<file path="config.mk">
export PLATFORM = sky130hd
export DESIGN_NAME = down_counter_timer
export DESIGN_NICKNAME = d
export VERILOG_FILES = /design/src/rtl/down_counter_timer_pkg.sv /design/src/rtl/down_counter_timer.sv
export SDC_FILE = /design/constraint.sdc
export NUM_CORES = 1
export LEC_CHECK = 0
export ABC_AREA = 1
export BUFFER_PORTS_ARGS = -buffer_cell sky130_fd_sc_hd__buf_4
export CAP_MARGIN = 30
export CORE_MARGIN = 5
export CORE_UTILIZATION = 45
export DETAILED_ROUTE_END_ITERATION = 7
export PLACE_DENSITY = 0.71
export SLEW_MARGIN = 30
export SYNTH_ARGS = -nofsm -noshare
export SYNTH_HDL_FRONTEND = slang
export SYNTH_SLANG_ARGS = --single-unit
</file>
<file path="constraint.sdc">
create_clock -name clk -period 1.3 [get_ports clk]
set_clock_uncertainty 0.15 [all_clocks]
set_input_delay 0 -clock clk [delete_from_list [all_inputs] [get_ports clk]]
set_output_delay 0 -clock clk [all_outputs]
set_load 0.01 [all_outputs]
</file>
<file path="src/rtl/down_counter_timer_pkg.sv">
// Shared definitions for the down counter timer: FSM encodings used by the counter family.
package down_counter_timer_pkg;

  localparam logic [0:0] ST_IDLE = 1'b0;
  localparam logic [0:0] ST_RUN  = 1'b1;

endpackage

</file>
<file path="src/rtl/down_counter_timer.sv">
// Loadable down-counter / interval timer with a one-cycle terminal-count pulse
// and optional periodic reload. Priority per edge: clear > load > en.
module down_counter_timer
  import down_counter_timer_pkg::*;
#(
  parameter int unsigned bits = 4
) (
  input  logic            clk,
  input  logic            reset_n,
  input  logic            clear,
  input  logic            load,
  input  logic [bits-1:0] load_val,
  input  logic            en,
  input  logic            auto_reload,
  output logic [bits-1:0] Q,
  output logic            tc,
  output logic            busy
);

  localparam logic [bits-1:0] ZERO = '0;
  localparam logic [bits-1:0] ONE  = {{(bits-1){1'b0}}, 1'b1};

  logic [0:0]      r_state;
  logic [bits-1:0] r_q;
  logic [bits-1:0] r_reload;
  logic            r_tc;

  logic [0:0]      w_next_state;
  logic [bits-1:0] w_next_q;
  logic [bits-1:0] w_next_reload;
  logic            w_next_tc;

  always_comb begin
    w_next_state  = r_state;
    w_next_q      = r_q;
    w_next_reload = r_reload;
    w_next_tc     = 1'b0;
    if (clear) begin
      w_next_q     = ZERO;
      w_next_state = ST_IDLE;
    end else if (load) begin
      if (load_val != ZERO) begin
        w_next_q      = load_val;
        w_next_reload = load_val;
        w_next_state  = ST_RUN;
      end else begin
        w_next_q     = ZERO;
        w_next_state = ST_IDLE;
      end
    end else if (r_state == ST_RUN && en) begin
      if (r_q == ONE) begin
        // auto_reload only matters on the terminal edge
        w_next_tc = 1'b1;
        if (auto_reload) begin
          w_next_q = r_reload;
        end else begin
          w_next_q     = ZERO;
          w_next_state = ST_IDLE;
        end
      end else if (r_q == ZERO) begin
        w_next_state = ST_IDLE;
      end else begin
        w_next_q = r_q - ONE;
      end
    end
  end

  always_ff @(posedge clk or negedge reset_n) begin
    if (!reset_n) begin
      r_state  <= ST_IDLE;
      r_q      <= ZERO;
      r_reload <= ZERO;
      r_tc     <= 1'b0;
    end else begin
      r_state  <= w_next_state;
      r_q      <= w_next_q;
      r_reload <= w_next_reload;
      r_tc     <= w_next_tc;
    end
  end

  // busy is the FSM state itself, so it doubles as the state observation point
  assign Q    = r_q;
  assign tc   = r_tc;
  assign busy = (r_state == ST_RUN);

endmodule

</file>
# Word-level counts from Yosys, hierarchy flattened
# Index checks and enable logic that the tools add are counted.
# word_totals
ff_bits,10
inputBits,10
out_inout_bits,6
wordCells,35
# classes
addsub,1
eq_ne,3
mux,18
n_bitwise,1
n_reduce_logical,8
# ops
op,count
$mux 4,7
$mux 1,11
$ne 4x4->1 const B,2
$reduce_bool 4->1,2
$reduce_and 3->1,2
$eq 4x1->1 const B,1
$logic_not 4->1,1
$sub 4x1->4 const B,1
$reduce_bool 3->1,1
$reduce_and 2->1,1
$logic_and 1x1->1,1
$not 1->1,1

# Depth between registers and ports, before layout
# Gate-level depths: netlist (run 1).
# logic_depth
word_depth,6
depth_mapped,10
ltp_nobuf,10

# Least setup slack after synthesis (run 1)
# No wires, ideal clock.
# synth_path
path_kind,reg-to-reg
from,reg r_q[1] (netlist: Q[1])
to,reg r_q[2] (netlist: Q[2])
setup_ps,117
arrival_time_ps,1161
required_ps,1033
setup_slack_ps,-129
path_stages_with_launch,10
path_buffers,0
synth_period_minus_slack_ps,1429
cell_sequence,dfrtp_1 > inv_1 > ha_1 > inv_1 > nand3_2 > nand2_2 > nand2_4 > inv_2 > nand2_1 > nand2_1
# synth_via
elab_chain_len,6
word_cells_on_any_way,10
classes_between,add/sub: 1; eq/ne: 2; mux: 5; reduce/logical: 2
# synth_rtl
item,line_no,source
start: declaration,down_counter_timer.sv:24,logic [bits-1:0] r_q;
start signal: assignment,down_counter_timer.sv:76,r_q <= w_next_q;
$sub 4x1->4,down_counter_timer.sv:63,w_next_q = r_q - ONE;
$mux 4,down_counter_timer.sv:60,end else if (r_q == ZERO) begin
$mux 4,down_counter_timer.sv:51,if (r_q == ONE) begin
$mux 4,down_counter_timer.sv:50,end else if (r_state == ST_RUN && en) begin
$mux 4,down_counter_timer.sv:41,end else if (load) begin
$mux 4,down_counter_timer.sv:38,if (clear) begin
# Several ways; a longest one is shown, not always the timed one. The select of a mux whose other input is x is not followed.
# A chain may end at the register's enable or synchronous reset.

# Final worst setup path (run 1)
# layout_path
from,reg r_q[1] (netlist: Q[1])
to,reg r_q[0] (netlist: Q[0])
# layout_via
elab_chain_len,5
word_cells_on_any_way,8
classes_between,eq/ne: 2; mux: 4; reduce/logical: 2
# layout_rtl
item,line_no
$eq 4x1->1,down_counter_timer.sv:51
$mux 4,down_counter_timer.sv:51
$mux 4,down_counter_timer.sv:50
$mux 4,down_counter_timer.sv:41
$mux 4,down_counter_timer.sv:38
# Several ways; a longest one is shown, not always the timed one. The select of a mux whose other input is x is not followed.

==> tab_implementation.tex, run 1 <==
\begin{tabular}{lr}
\hline
Metric & Value \\
\hline
\multicolumn{2}{l}{\textbf{Outcome}} \\
Result of the run & finished, violations left \\
Failing checks & negative setup slack \\
\multicolumn{2}{l}{\textbf{Worst setup path}} \\
Master of the slowest instance on the critical path & dfrtp\_1 \\
Cell type with the highest occurrence count on the critical path & nand2\_1 \\
Sequence of cells on the critical path & inv\_2, ha\_4, nand2\_4, nor2\_4, nand2\_1, nand2\_1, nand3\_1, nand2\_1 \\
Worst Setup End Kind & flop \\
Critical path arrival & 1.43 ns \\
Total stage count of the critical path & 8 \\
Nature of the critical path startpoint & flop \\
Register-to-Register Setup Slack & -0.07 ns \\
Top Family by Delay on Critical Path & simple AND/OR/NAND/NOR gates \\
Crit path launch & Q[1] \\
FF-to-FF End & Q[0] \\
R2r startpoint & Q[1] \\
Depth of the worst register-to-register path & 8 \\
Worst Path Buf+Inv & 1 \\
Required time at the endpoint of the critical path & 1.37 ns \\
Worst setup path class & reg2reg \\
Critical-path maximum fanout & 5 \\
Stage delay of the slowest cell on the critical path & 0.39 ns \\
Capture point of the worst path & Q[0] \\
\multicolumn{2}{l}{\textbf{Power}} \\
Worst vdd ir & 0.4919 mV \\
Static Leak & 0.5309 nW \\
Cell Pwr Density & 998.0 nW/µm² \\
\multicolumn{2}{l}{\textbf{Flow run}} \\
Max-cap violation count & 0 \\
\multicolumn{2}{l}{\textbf{Placement}} \\
Cell count after placement & 123 \\
Setup Slack @ Placement & -0.07615 ns \\
Number of port buffers & 15 \\
Routability-driven placement congestion ratio & 0.8209 \\
Final HPWL from detailed placement & 1.222 mm \\
\multicolumn{2}{l}{\textbf{Cells and area}} \\
Finished Core Util & 0.7479 \\
Antenna diodes & 0 \\
Final cell count without fillers & 138 \\
\# nets final & 136 \\
Share of post-route cells with drive strength above 1 & 0.3496 \\
Signed area change from the synthesized netlist to the final layout & 53.13\% \\
\multicolumn{2}{l}{\textbf{Global routing}} \\
Wire length of the first global-routing pass & 2.898 mm \\
Antenna violations before repair & 0 \\
Grt ovf & 0 \\
Tot GR Track Use & 0.1834 \\
Maximum number of pins on one net before global-route repair & 11 \\
Vias in the first global route & 637 \\
\multicolumn{2}{l}{\textbf{Floorplanning}} \\
Die ar. & 2331 µm² \\
Number of placement rows & 13 \\
Die span in x & 48.28 µm \\
DIE HEIGHT & 48.28 µm \\
Starting utilization of the core area & 0.4884 \\
Core Footprint & 1350 µm² \\
\# IOs & 16 \\
\multicolumn{2}{l}{\textbf{Logic synthesis}} \\
Synthesized-area fraction occupied by adder cells & 0.03795 \\
Yosys warnings & 0 \\
Basic-gate share of the synthesized area counting and, or, nand and nor cells & 0.3852 \\
Post-synthesis share of cell area spent on xor and xnor gates & 0 \\
Portion of netlist area occupied by mux cells & 0 \\
Syn nets & 101 \\
Flop and latch count out of synthesis & 10 \\
Per-instance average area after synthesis & 7.409 µm² \\
Number of distinct library cells after synthesis & 18 \\
Gate count of the mapped netlist & 89 \\
Main combinational cell family by area after synthesis & simple AND/OR/NAND/NOR gates \\
Fraction of the yosys area taken by sequential cells & 0.3795 \\
Compound-cell area share of the yosys netlist & 0.09867 \\
Mapped Area & 659.4 µm² \\
\multicolumn{2}{l}{\textbf{STA}} \\
Setup slack of the critical path after layout & -0.06637 ns \\
Worst Hold Margin & 0.3500 ns \\
Number of pins exceeding their max-slew limit in the final report & 0 \\
Final Setup Violations & 5 \\
Final-report hold violation count & 0 \\
Max Freq & 0.7319 GHz \\
Unrepaired setup endpoints after global routing & true \\
Fin crit period & 1.366 ns \\
Slew of the pin with the lowest slew margin & 0.1983 ns \\
Relative slew slack & 0.8675 \\
Part of the cycle the worst path needs & 1.051 \\
\multicolumn{2}{l}{\textbf{Routing}} \\
Initial DRT Pass Iterations & 4 \\
Routed WL & 1.825 mm \\
Ratio of routed vias to standard cells & 4.978 \\
Average wire per standard cell & 13.22 µm \\
Number of DRC violations after detailed routing & 0 \\
Antenna violation net count after detailed routing & 0 \\
Number of design-rule violations left by the first detailed-router iteration & 27 \\
Total number of vias & 687 \\
\multicolumn{2}{l}{\textbf{Clocking}} \\
Clock tree from TritonCTS & done \\
Number of levels in the clock H-tree & 1 \\
Clock transition at path regs & 0.07 ns \\
Skew-Pair Late Insertion Delay & 0.27 ns \\
Num CTS Buffers & 3 \\
Buffer depth of the longest clock path & 2 \\
Sinks on the clock net & 10 \\
Clock tree root driver cell & clkbuf\_4 \\
\multicolumn{2}{l}{\textbf{Worst hold path}} \\
Min-Delay Path Depth & 2 \\
Class of the worst hold path & reg2reg \\
\hline
\end{tabular}
==> stage by stage <==
stage          power, mW  instance area, µm²  TNS [ns]
2_1_floorplan     0.5846               685.7   -0.1424
3_3_place_gp      0.7076               849.6   -0.1630
3_5_place_dp      0.7187               849.6   -0.3021
4_1_cts           0.9869               975.9   -0.2628
5_1_grt            1.072                1010   -0.7988
6_report           1.008                1010   -0.2541
==> cell type report <==
cell class                      count  area (µm²)
Fill cell                         111       340.3
Clock buffer                        4       26.28
Timing Repair Buffer               31       261.5
Sequential cell                    10       251.5
Multi-Input combinational cell     62       389.1
Inverter                           16       62.56
Tap cell                           15       18.77
==> layout by cell type, fill, tap and decap left out, drive strengths merged <==
cell type	Yosys	layout
clkbuf	0	4
dlygate4sd3	0	10
a21oi	6	6
nand3	7	7
o21ai	7	7
buf	1	21
nor2	4	4
ha	2	2
nor3	2	2
inv	16	16
nand4	3	3
nand2	31	31
dfrtp	10	10
==> cell usage after synthesis <==
master   count  share of area
dfrtp_1     10           0.38
ha_1         2          0.038
nand4_1      3          0.028
nor2_1       1         0.0057
o21ai_0      6          0.046
inv_2        1         0.0057
buf_2        1         0.0076
nor2_4       2          0.034
a21oi_1      6          0.046
nand2_4      2          0.034
nor3_1       2          0.015
o21ai_1      1         0.0076
nand2_2      1         0.0095
nor2_8       1          0.030
inv_1       15          0.085
nand2_1     28           0.16
nand3_2      2          0.030
nand3_1      5          0.038
==> per-layer routing <==
layer	part of all wire	global-route usage	vias to the layer above
li1	-	-	351
met1	0.41	0.2252	311
met2	0.52	0.3177	21
met3	0.060	0.02214	4
met4	0.012	0.08065	0
met5	0	0	-
==> what timing repair did <==
item                                    4_1_cts  5_1_grt
resized for setup                             1        7
endpoints found under the hold margin        20       10
endpoints found under the setup margin        5       16
setup buffers                                 0        1
hold buffers                                 10        1
pin swaps                                     2        1
==> worst min-delay path by stage <==
stage,from,to,slack (ns)
after CTS,r_reload[1],r_reload[1],0.35
after global placement,reset_n,busy,-0.31
after global routing,r_reload[0],r_reload[0],0.39
after detailed placement,reset_n,busy,-0.31
final,r_reload[0],r_reload[0],0.35
after floorplan,reset_n,Q[0],-0.45
==> state kept, by name, summed over array words and instances, names as in the netlist <==
signal	cells
Q	4
r_reload	4
busy	1
tc	1
==> cell families after synthesis <==
family	Yosys count
AO/OA/AOI/OAI	13
adder cells (fa/ha/maj)	2
buffers and inverters	17
flip-flops	10
AND/OR/NAND/NOR	47
==> where the power goes <==
part	switching, mW	total, mW	internal [mW]
Combinational	0.206	0.387	0.181
Clock	0.123	0.242	0.119
Sequential	0.0308	0.379	0.348
Total	0.360	1.01	0.648
==> worst reg2reg max path, delay by kind of cell (launching register included) <==
family | cells | cell delay (ns)
fa+ha+maj | 1 | 0.18
buf+inv | 1 | 0.10
flops | 1 | 0.39
simple gates | 6 | 0.49
(Power assumes the default switching activity.)
==> run 2, diff against run 1 <==
--- a/config.mk
+++ b/config.mk
@@ -9,9 +9,11 @@
 export BUFFER_PORTS_ARGS = -buffer_cell sky130_fd_sc_hd__buf_4
 export CAP_MARGIN = 30
 export CORE_MARGIN = 5
-export CORE_UTILIZATION = 45
+export CORE_UTILIZATION = 48
+export CTS_BUF_LIST = sky130_fd_sc_hd__clkbuf_4
 export DETAILED_ROUTE_END_ITERATION = 7
-export PLACE_DENSITY = 0.71
+export PLACE_DENSITY = 0.75
+export REMOVE_ABC_BUFFERS = 1
 export SLEW_MARGIN = 30
 export SYNTH_ARGS = -nofsm -noshare
 export SYNTH_HDL_FRONTEND = slang
==> run 2 against run 1 <==
The run still ends with negative setup slack left. Non-clock buffer count increased by 2. Combinational power about the same. Clock-buffer cell count decreased by 1. Power decreased by 1.9%. Largest power group unchanged.
==> tab_implementation.tex, run 2 (same netlist as run 1, synthesis figures left out) <==
\begin{tabular}{lr}
\hline
Metric & Value \\
\hline
\multicolumn{2}{l}{\textbf{Floorplanning}} \\
Die span in x & 47.07 µm \\
DIE HEIGHT & 47.07 µm \\
Core Footprint & 1301 µm² \\
Starting utilization of the core area & 0.5067 \\
\# IOs & 16 \\
Die ar. & 2215 µm² \\
Number of placement rows & 13 \\
\multicolumn{2}{l}{\textbf{Cells and area}} \\
Signed area change from the synthesized netlist to the final layout & 52.94\% \\
Fill cell total of the finished layout & 98 \\
Final cell count without fillers & 140 \\
Most frequent standard cell in the layout excluding fill and tap cells & nand2\_1 \\
Antenna diodes & 0 \\
Most used cells in the layout excluding fill and tap cells & nand2\_1 (27), buf\_4 (23), inv\_1 (12) \\
\# nets final & 138 \\
Share of post-route cells with drive strength above 1 & 0.3440 \\
Footprint of the flip-flops and latches & 251.5 µm² \\
Area occupied by multi-input gates & 376.6 µm² \\
\multicolumn{2}{l}{\textbf{Clocking}} \\
Skew-Pair Late Insertion Delay & 0.27 ns \\
Buffer depth of the longest clock path & 2 \\
Number of levels in the clock H-tree & 1 \\
Num CTS Buffers & 3 \\
Sinks on the clock net & 10 \\
Clock tree root driver cell & clkbuf\_4 \\
Clock tree from TritonCTS & done \\
Clock transition at path regs & 0.07 ns \\
\multicolumn{2}{l}{\textbf{Routing}} \\
Initial DRT Pass Iterations & 4 \\
Antenna violation net count after detailed routing & 0 \\
Number of DRC violations after detailed routing & 0 \\
Total number of vias & 720 \\
Routed WL & 1.793 mm \\
Average wire per standard cell & 12.81 µm \\
Ratio of routed vias to standard cells & 5.143 \\
Number of design-rule violations left by the first detailed-router iteration & 8 \\
\multicolumn{2}{l}{\textbf{STA}} \\
Slew of the pin with the lowest slew margin & 0.2111 ns \\
Worst Hold Margin & 0.3463 ns \\
Final Setup Violations & 5 \\
Total Neg Setup Slack & -0.2618 ns \\
Part of the cycle the worst path needs & 1.048 \\
Number of pins exceeding their max-slew limit in the final report & 0 \\
Relative slew slack & 0.8578 \\
Unrepaired setup endpoints after global routing & true \\
Fin crit period & 1.362 ns \\
Final-report hold violation count & 0 \\
Max Freq & 0.7342 GHz \\
Setup slack of the critical path after layout & -0.06194 ns \\
\multicolumn{2}{l}{\textbf{Power}} \\
Int Power & 0.6454 mW \\
Combinational fraction of design power & 0.391 \\
Worst vdd ir & 0.8333 mV \\
Power share of the clock group & 0.228 \\
Cell Pwr Density & 980.2 nW/µm² \\
Power share of the sequential group & 0.381 \\
Proportion of total power due to net switching & 0.3471 \\
Switching power summed over all nets & 0.3431 mW \\
Static Leak & 0.5283 nW \\
\multicolumn{2}{l}{\textbf{Global routing}} \\
Met1 track utilization from global routing & 0.2336 \\
Most utilized layer in the global route result & met2 \\
Tot GR Track Use & 0.2056 \\
Maximum number of pins on one net before global-route repair & 11 \\
Wire length of the first global-routing pass & 3.105 mm \\
Grt ovf & 0 \\
Antenna violations before repair & 0 \\
Met2 track demand over resource in global routing & 0.3550 \\
Vias in the first global route & 731 \\
Met3 routing resource usage after global routing & 0.05747 \\
\multicolumn{2}{l}{\textbf{Worst hold path}} \\
Class of the worst hold path & reg2reg \\
Worst Hold End & r\_reload[2] \\
Startpoint of the lowest-slack hold path & r\_reload[2] \\
Min-Delay Path Depth & 2 \\
\multicolumn{2}{l}{\textbf{Worst setup path}} \\
Register-to-Register Setup Slack & -0.06 ns \\
Sequence of cells on the critical path & ha\_4, inv\_2, nand3\_2, nand2\_2, nand2\_4, nand3\_1, nand2\_1 \\
Stage delay of the slowest cell on the critical path & 0.45 ns \\
Worst setup path class & reg2reg \\
Master of the slowest instance on the critical path & dfrtp\_2 \\
Worst Setup End Kind & flop \\
Nature of the critical path startpoint & flop \\
Critical path arrival & 1.37 ns \\
Critical-path maximum fanout & 5 \\
FF-to-FF End & Q[1] \\
Required time at the endpoint of the critical path & 1.31 ns \\
R2r startpoint & Q[0] \\
Depth of the worst register-to-register path & 7 \\
\multicolumn{2}{l}{\textbf{Outcome}} \\
Failing checks & negative setup slack \\
Result of the run & finished, violations left \\
\multicolumn{2}{l}{\textbf{Placement}} \\
Number of port buffers & 15 \\
Cell count after placement & 124 \\
Final HPWL from detailed placement & 1.254 mm \\
Routability-driven placement congestion ratio & 0.8509 \\
\multicolumn{2}{l}{\textbf{Flow run}} \\
Max-cap violation count & 0 \\
\hline
\end{tabular}
-- run 2: cell type report --
type / count / area share
clock buffer: 3 / 0.02233
clock inverter: 1 / 0.003722
inverter: 16 / 0.06203
multi-input combinational: 62 / 0.3734
sequential: 10 / 0.2494
tap: 15 / 0.01861
timing repair buffer: 33 / 0.2705
-- run 2: power groups by stage --
stage                     Combinational [mW]  Sequential [mW]  Clock, mW
final                                  0.386            0.377      0.225
after global routing                   0.438            0.382      0.255
after CTS                              0.365            0.377      0.231
after detailed placement               0.320            0.379          0
after global placement                 0.313            0.376          0
after floorplan                        0.168            0.391          0
-- run 2: stage by stage --
step	utilization	setup slack (ns)	total power, mW	instance area, µm²
after floorplan	-	-0.1286	0.5590	654.4
after global placement	0.6385	-0.1192	0.6895	830.8
after detailed placement	0.6385	-0.1549	0.6986	830.8
after CTS	0.7577	-0.05946	0.9731	985.9
after global routing	0.7750	-0.1733	1.076	1008
final	0.7750	-0.06194	0.9885	1008
-- run 2: worst max-delay path: cells and delay by family, from the launching register on --
kind | cells | cell delay, ns
adder cells (fa/ha/maj) | 1 | 0.19
buffers and inverters | 1 | 0.06
flip-flops | 1 | 0.45
AND/OR/NAND/NOR | 5 | 0.40
-- run 2: per-layer routing --
layer  wire length [µm]  share of wire
met1                696           0.39
met4                 44          0.025
met3                 75          0.042
met5                  0              0
met2                977           0.54
-- run 2: timing repair --
| action | CTS | global route |
|---|---|---|
| hold buffers | 10 | 1 |
| endpoints found under the hold margin | 20 | 10 |
| pin swaps | 7 | 3 |
| endpoints found under the setup margin | 6 | 15 |
| buffers inserted | 0 | 2 |
| gates resized for setup | 9 | 2 |
-- run 2: worst max path at each step --
stage	to	start	cells past startpoint	slack (ns)
finish	Q[1]	Q[0]	7	-0.06
global route	Q[1]	Q[1]	8	-0.17
CTS	Q[1]	Q[1]	9	-0.06
detailed placement	Q[0]	Q[1]	9	-0.15
global placement	Q[1]	Q[1]	9	-0.12
floorplan	Q[2]	Q[1]	9	-0.13
==> run 3, diff against run 2 <==
--- a/config.mk
+++ b/config.mk
@@ -5,14 +5,13 @@
 export SDC_FILE = /design/constraint.sdc
 export NUM_CORES = 1
 export LEC_CHECK = 0
-export ABC_AREA = 1
 export BUFFER_PORTS_ARGS = -buffer_cell sky130_fd_sc_hd__buf_4
 export CAP_MARGIN = 30
-export CORE_MARGIN = 5
-export CORE_UTILIZATION = 48
+export CORE_AREA = 5 5 42 44
 export CTS_BUF_LIST = sky130_fd_sc_hd__clkbuf_4
 export DETAILED_ROUTE_END_ITERATION = 7
-export PLACE_DENSITY = 0.75
+export DIE_AREA = 0 0 47 49
+export PLACE_DENSITY = 0.73
 export REMOVE_ABC_BUFFERS = 1
 export SLEW_MARGIN = 30
 export SYNTH_ARGS = -nofsm -noshare
==> run 3 against run 2 <==
The flow still finishes with violations (negative setup slack). Register-to-register slack lost 0.13 ns. Power shrank 9.6%. Design area grew 2.9%. Largest cell class unchanged. Highest routed layer unchanged.
==> tab_implementation.tex, run 3 <==
\begin{tabular}{lr}
\hline
Metric & Value \\
\hline
\multicolumn{2}{l}{\textbf{Outcome}} \\
Result of the run & finished, violations left \\
Failing checks & negative setup slack \\
\multicolumn{2}{l}{\textbf{Worst hold path}} \\
Startpoint of the lowest-slack hold path & r\_reload[3] \\
Worst Hold End & r\_reload[3] \\
Class of the worst hold path & reg2reg \\
Min-Delay Path Depth & 2 \\
\multicolumn{2}{l}{\textbf{Global routing}} \\
Maximum number of pins on one net before global-route repair & 11 \\
Wire length of the first global-routing pass & 2.835 mm \\
Grt ovf & 0 \\
Tot GR Track Use & 0.1708 \\
Antenna violations before repair & 0 \\
Vias in the first global route & 635 \\
\multicolumn{2}{l}{\textbf{Worst setup path}} \\
Critical path arrival & 1.49 ns \\
Sequence of cells on the critical path & inv\_2, buf\_6, ha\_4, a31oi\_4, and3\_1, o21ai\_1 \\
Worst Path Buf+Inv & 2 \\
Critical-path maximum fanout & 6 \\
Worst Setup End Kind & flop \\
Required time at the endpoint of the critical path & 1.30 ns \\
Nature of the critical path startpoint & flop \\
Worst setup path class & reg2reg \\
Top Family by Delay on Critical Path & flip-flops \\
Register-to-Register Setup Slack & -0.19 ns \\
R2r startpoint & Q[1] \\
Depth of the worst register-to-register path & 6 \\
Stage delay of the slowest cell on the critical path & 0.36 ns \\
FF-to-FF End & Q[0] \\
Master of the slowest instance on the critical path & dfrtp\_1 \\
\multicolumn{2}{l}{\textbf{Clocking}} \\
Skew-Pair Late Insertion Delay & 0.27 ns \\
Sinks on the clock net & 10 \\
Clock tree from TritonCTS & done \\
Clock tree root driver cell & clkbuf\_4 \\
Number of levels in the clock H-tree & 1 \\
Num CTS Buffers & 3 \\
Clock transition at path regs & 0.07 ns \\
Buffer depth of the longest clock path & 2 \\
\multicolumn{2}{l}{\textbf{Logic synthesis}} \\
Synthesized-area fraction occupied by adder cells & 0.04040 \\
Fraction of post-synthesis cell area in the top cell type by area & 0.4040 \\
Main combinational cell family by area after synthesis & simple AND/OR/NAND/NOR gates \\
Most common cell in the synthesized netlist & nand2\_1 \\
Number of distinct library cells after synthesis & 24 \\
Flip-flop cell with the highest count after synthesis & dfrtp\_1 \\
Gate count of the mapped netlist & 67 \\
Top area cells in the synthesized netlist & dfrtp\_1 (40\%), nand2\_1 (11\%), o41ai\_4 (4.4\%), ha\_1 (4.0\%), nand4\_1 (4.0\%) \\
List of most frequent post-synthesis cells & nand2\_1 (18), dfrtp\_1 (10), o21ai\_1 (5) \\
Portion of netlist area occupied by mux cells & 0.01616 \\
Flop and latch count out of synthesis & 10 \\
Fraction of the yosys area taken by sequential cells & 0.4040 \\
Per-instance average area after synthesis & 9.244 µm² \\
FFs w/ async S/R, synth & 1.000 \\
Yosys warnings & 0 \\
Number of enable flip-flop cells after synthesis & 0 \\
Cell type with the highest aggregate area in the netlist & dfrtp\_1 \\
Basic-gate share of the synthesized area counting and, or, nand and nor cells & 0.2949 \\
Post-synthesis share of cell area spent on xor and xnor gates & 0 \\
Compound-cell area share of the yosys netlist & 0.2020 \\
Mapped Area & 619.3 µm² \\
\multicolumn{2}{l}{\textbf{Routing}} \\
Initial DRT Pass Iterations & 4 \\
Number of design-rule violations left by the first detailed-router iteration & 23 \\
Average wire per standard cell & 15.15 µm \\
Routed WL & 1.879 mm \\
Number of DRC violations after detailed routing & 0 \\
Total number of vias & 675 \\
Ratio of routed vias to standard cells & 5.444 \\
Antenna violation net count after detailed routing & 0 \\
\multicolumn{2}{l}{\textbf{STA}} \\
Max Freq & 0.6720 GHz \\
Final-report hold violation count & 0 \\
Number of pins exceeding their max-slew limit in the final report & 0 \\
Total Neg Setup Slack & -0.7531 ns \\
Relative slew slack & 0.7457 \\
Final Setup Violations & 5 \\
Slew of the pin with the lowest slew margin & 0.3801 ns \\
Setup slack of the critical path after layout & -0.1882 ns \\
Unrepaired setup endpoints after global routing & true \\
Part of the cycle the worst path needs & 1.145 \\
Fin crit period & 1.488 ns \\
\multicolumn{2}{l}{\textbf{Cells and area}} \\
Antenna diodes & 0 \\
Most used cells in the layout excluding fill and tap cells & buf\_4 (25), nand2\_1 (18), dlygate4sd3\_1 (10) \\
Share of post-route cells with drive strength above 1 & 0.4444 \\
Finished Core Util & 0.7402 \\
Most frequent standard cell in the layout excluding fill and tap cells & buf\_4 \\
Area occupied by multi-input gates & 401.6 µm² \\
\# nets final & 121 \\
Footprint of the flip-flops and latches & 252.7 µm² \\
Post-route design area & 1037 µm² \\
Signed area change from the synthesized netlist to the final layout & 67.47\% \\
Fill cell total of the finished layout & 91 \\
\multicolumn{2}{l}{\textbf{Floorplanning}} \\
DIE HEIGHT & 49 µm \\
Core Footprint & 1401 µm² \\
Die ar. & 2303 µm² \\
\# IOs & 16 \\
Starting utilization of the core area & 0.4420 \\
Die span in x & 47 µm \\
Number of placement rows & 14 \\
\multicolumn{2}{l}{\textbf{Power}} \\
Post-layout total power & 0.8935 mW \\
Cell Pwr Density & 861.4 nW/µm² \\
Static Leak & 0.4784 nW \\
Worst vdd ir & 0.6890 mV \\
\multicolumn{2}{l}{\textbf{Placement}} \\
Final HPWL from detailed placement & 1.184 mm \\
Routability-driven placement congestion ratio & 0.7568 \\
Placed instance area & 823.3 µm² \\
Number of port buffers & 15 \\
Setup Slack @ Placement & -0.2804 ns \\
\multicolumn{2}{l}{\textbf{Flow run}} \\
Max-cap violation count & 0 \\
\hline
\end{tabular}
run 3: worst reg2reg max path: stages, from the launching register on:
cell	delay, ns
dfrtp_1	0.36
inv_2	0.06
buf_6	0.11
ha_4	0.16
a31oi_4	0.26
and3_1	0.20
o21ai_1	0.06
run 3: logic make-up (layout without fill, tap and decap cells):
family	count (synthesis)	count (layout)
flops	10	10
mux	1	1
fa+ha+maj	2	2
compound gates	15	15
simple gates	34	34
buf+inv	5	46
run 3: stage by stage:
step	instances	hold slack, ns
4_1_cts	123	0.005672
3_3_place_gp	108	-0.3154
6_report	124	0.3340
5_1_grt	124	0.3780
3_5_place_dp	108	-0.3107
2_1_floorplan	66	-0.4456
run 3: layout make-up:
class,instances,share of cell area
clock buffer,3,0.02171
clock inverter,1,0.003619
inverter,4,0.01448
multi-input combinational,52,0.3872
sequential,10,0.2437
tap,16,0.01930
timing repair buffer,38,0.3100
run 3: what timing repair did:
action | in CTS | in global routing
buffers inserted | 2 | 1
endpoints found under the setup margin | 5 | 20
hold endpoints to repair | 20 | 11
cloned | 0 | 0
gates resized for setup | 10 | 8
pin swaps | 10 | 11
hold buffers | 9 | 2
run 3: metal layers:
layer	GRT usage	up-vias	wire length, µm
li1	-	319	-
met1	0.2091	325	791
met2	0.2738	26	957
met3	0.04428	5	90
met4	0.06912	0	39
met5	0	-	0
run 3: how the worst max path moves through the flow:
stage	from	endpoint	slack, ns	cells after the start
floorplan	Q[1]	Q[2]	-0.34	6
CTS	Q[1]	Q[0]	-0.17	6
global placement	Q[0]	Q[0]	-0.23	5
global route	Q[1]	Q[0]	-0.23	6
detailed placement	Q[1]	Q[0]	-0.28	6
finish	Q[1]	Q[0]	-0.19	6
run 3: where the power goes:
part | leakage [nW] | switching, mW | internal [mW] | total, mW
clock | 0.0154 | 0.113 | 0.111 | 0.225
sequential | 0.126 | 0.0315 | 0.340 | 0.371
combinational | 0.337 | 0.136 | 0.162 | 0.298
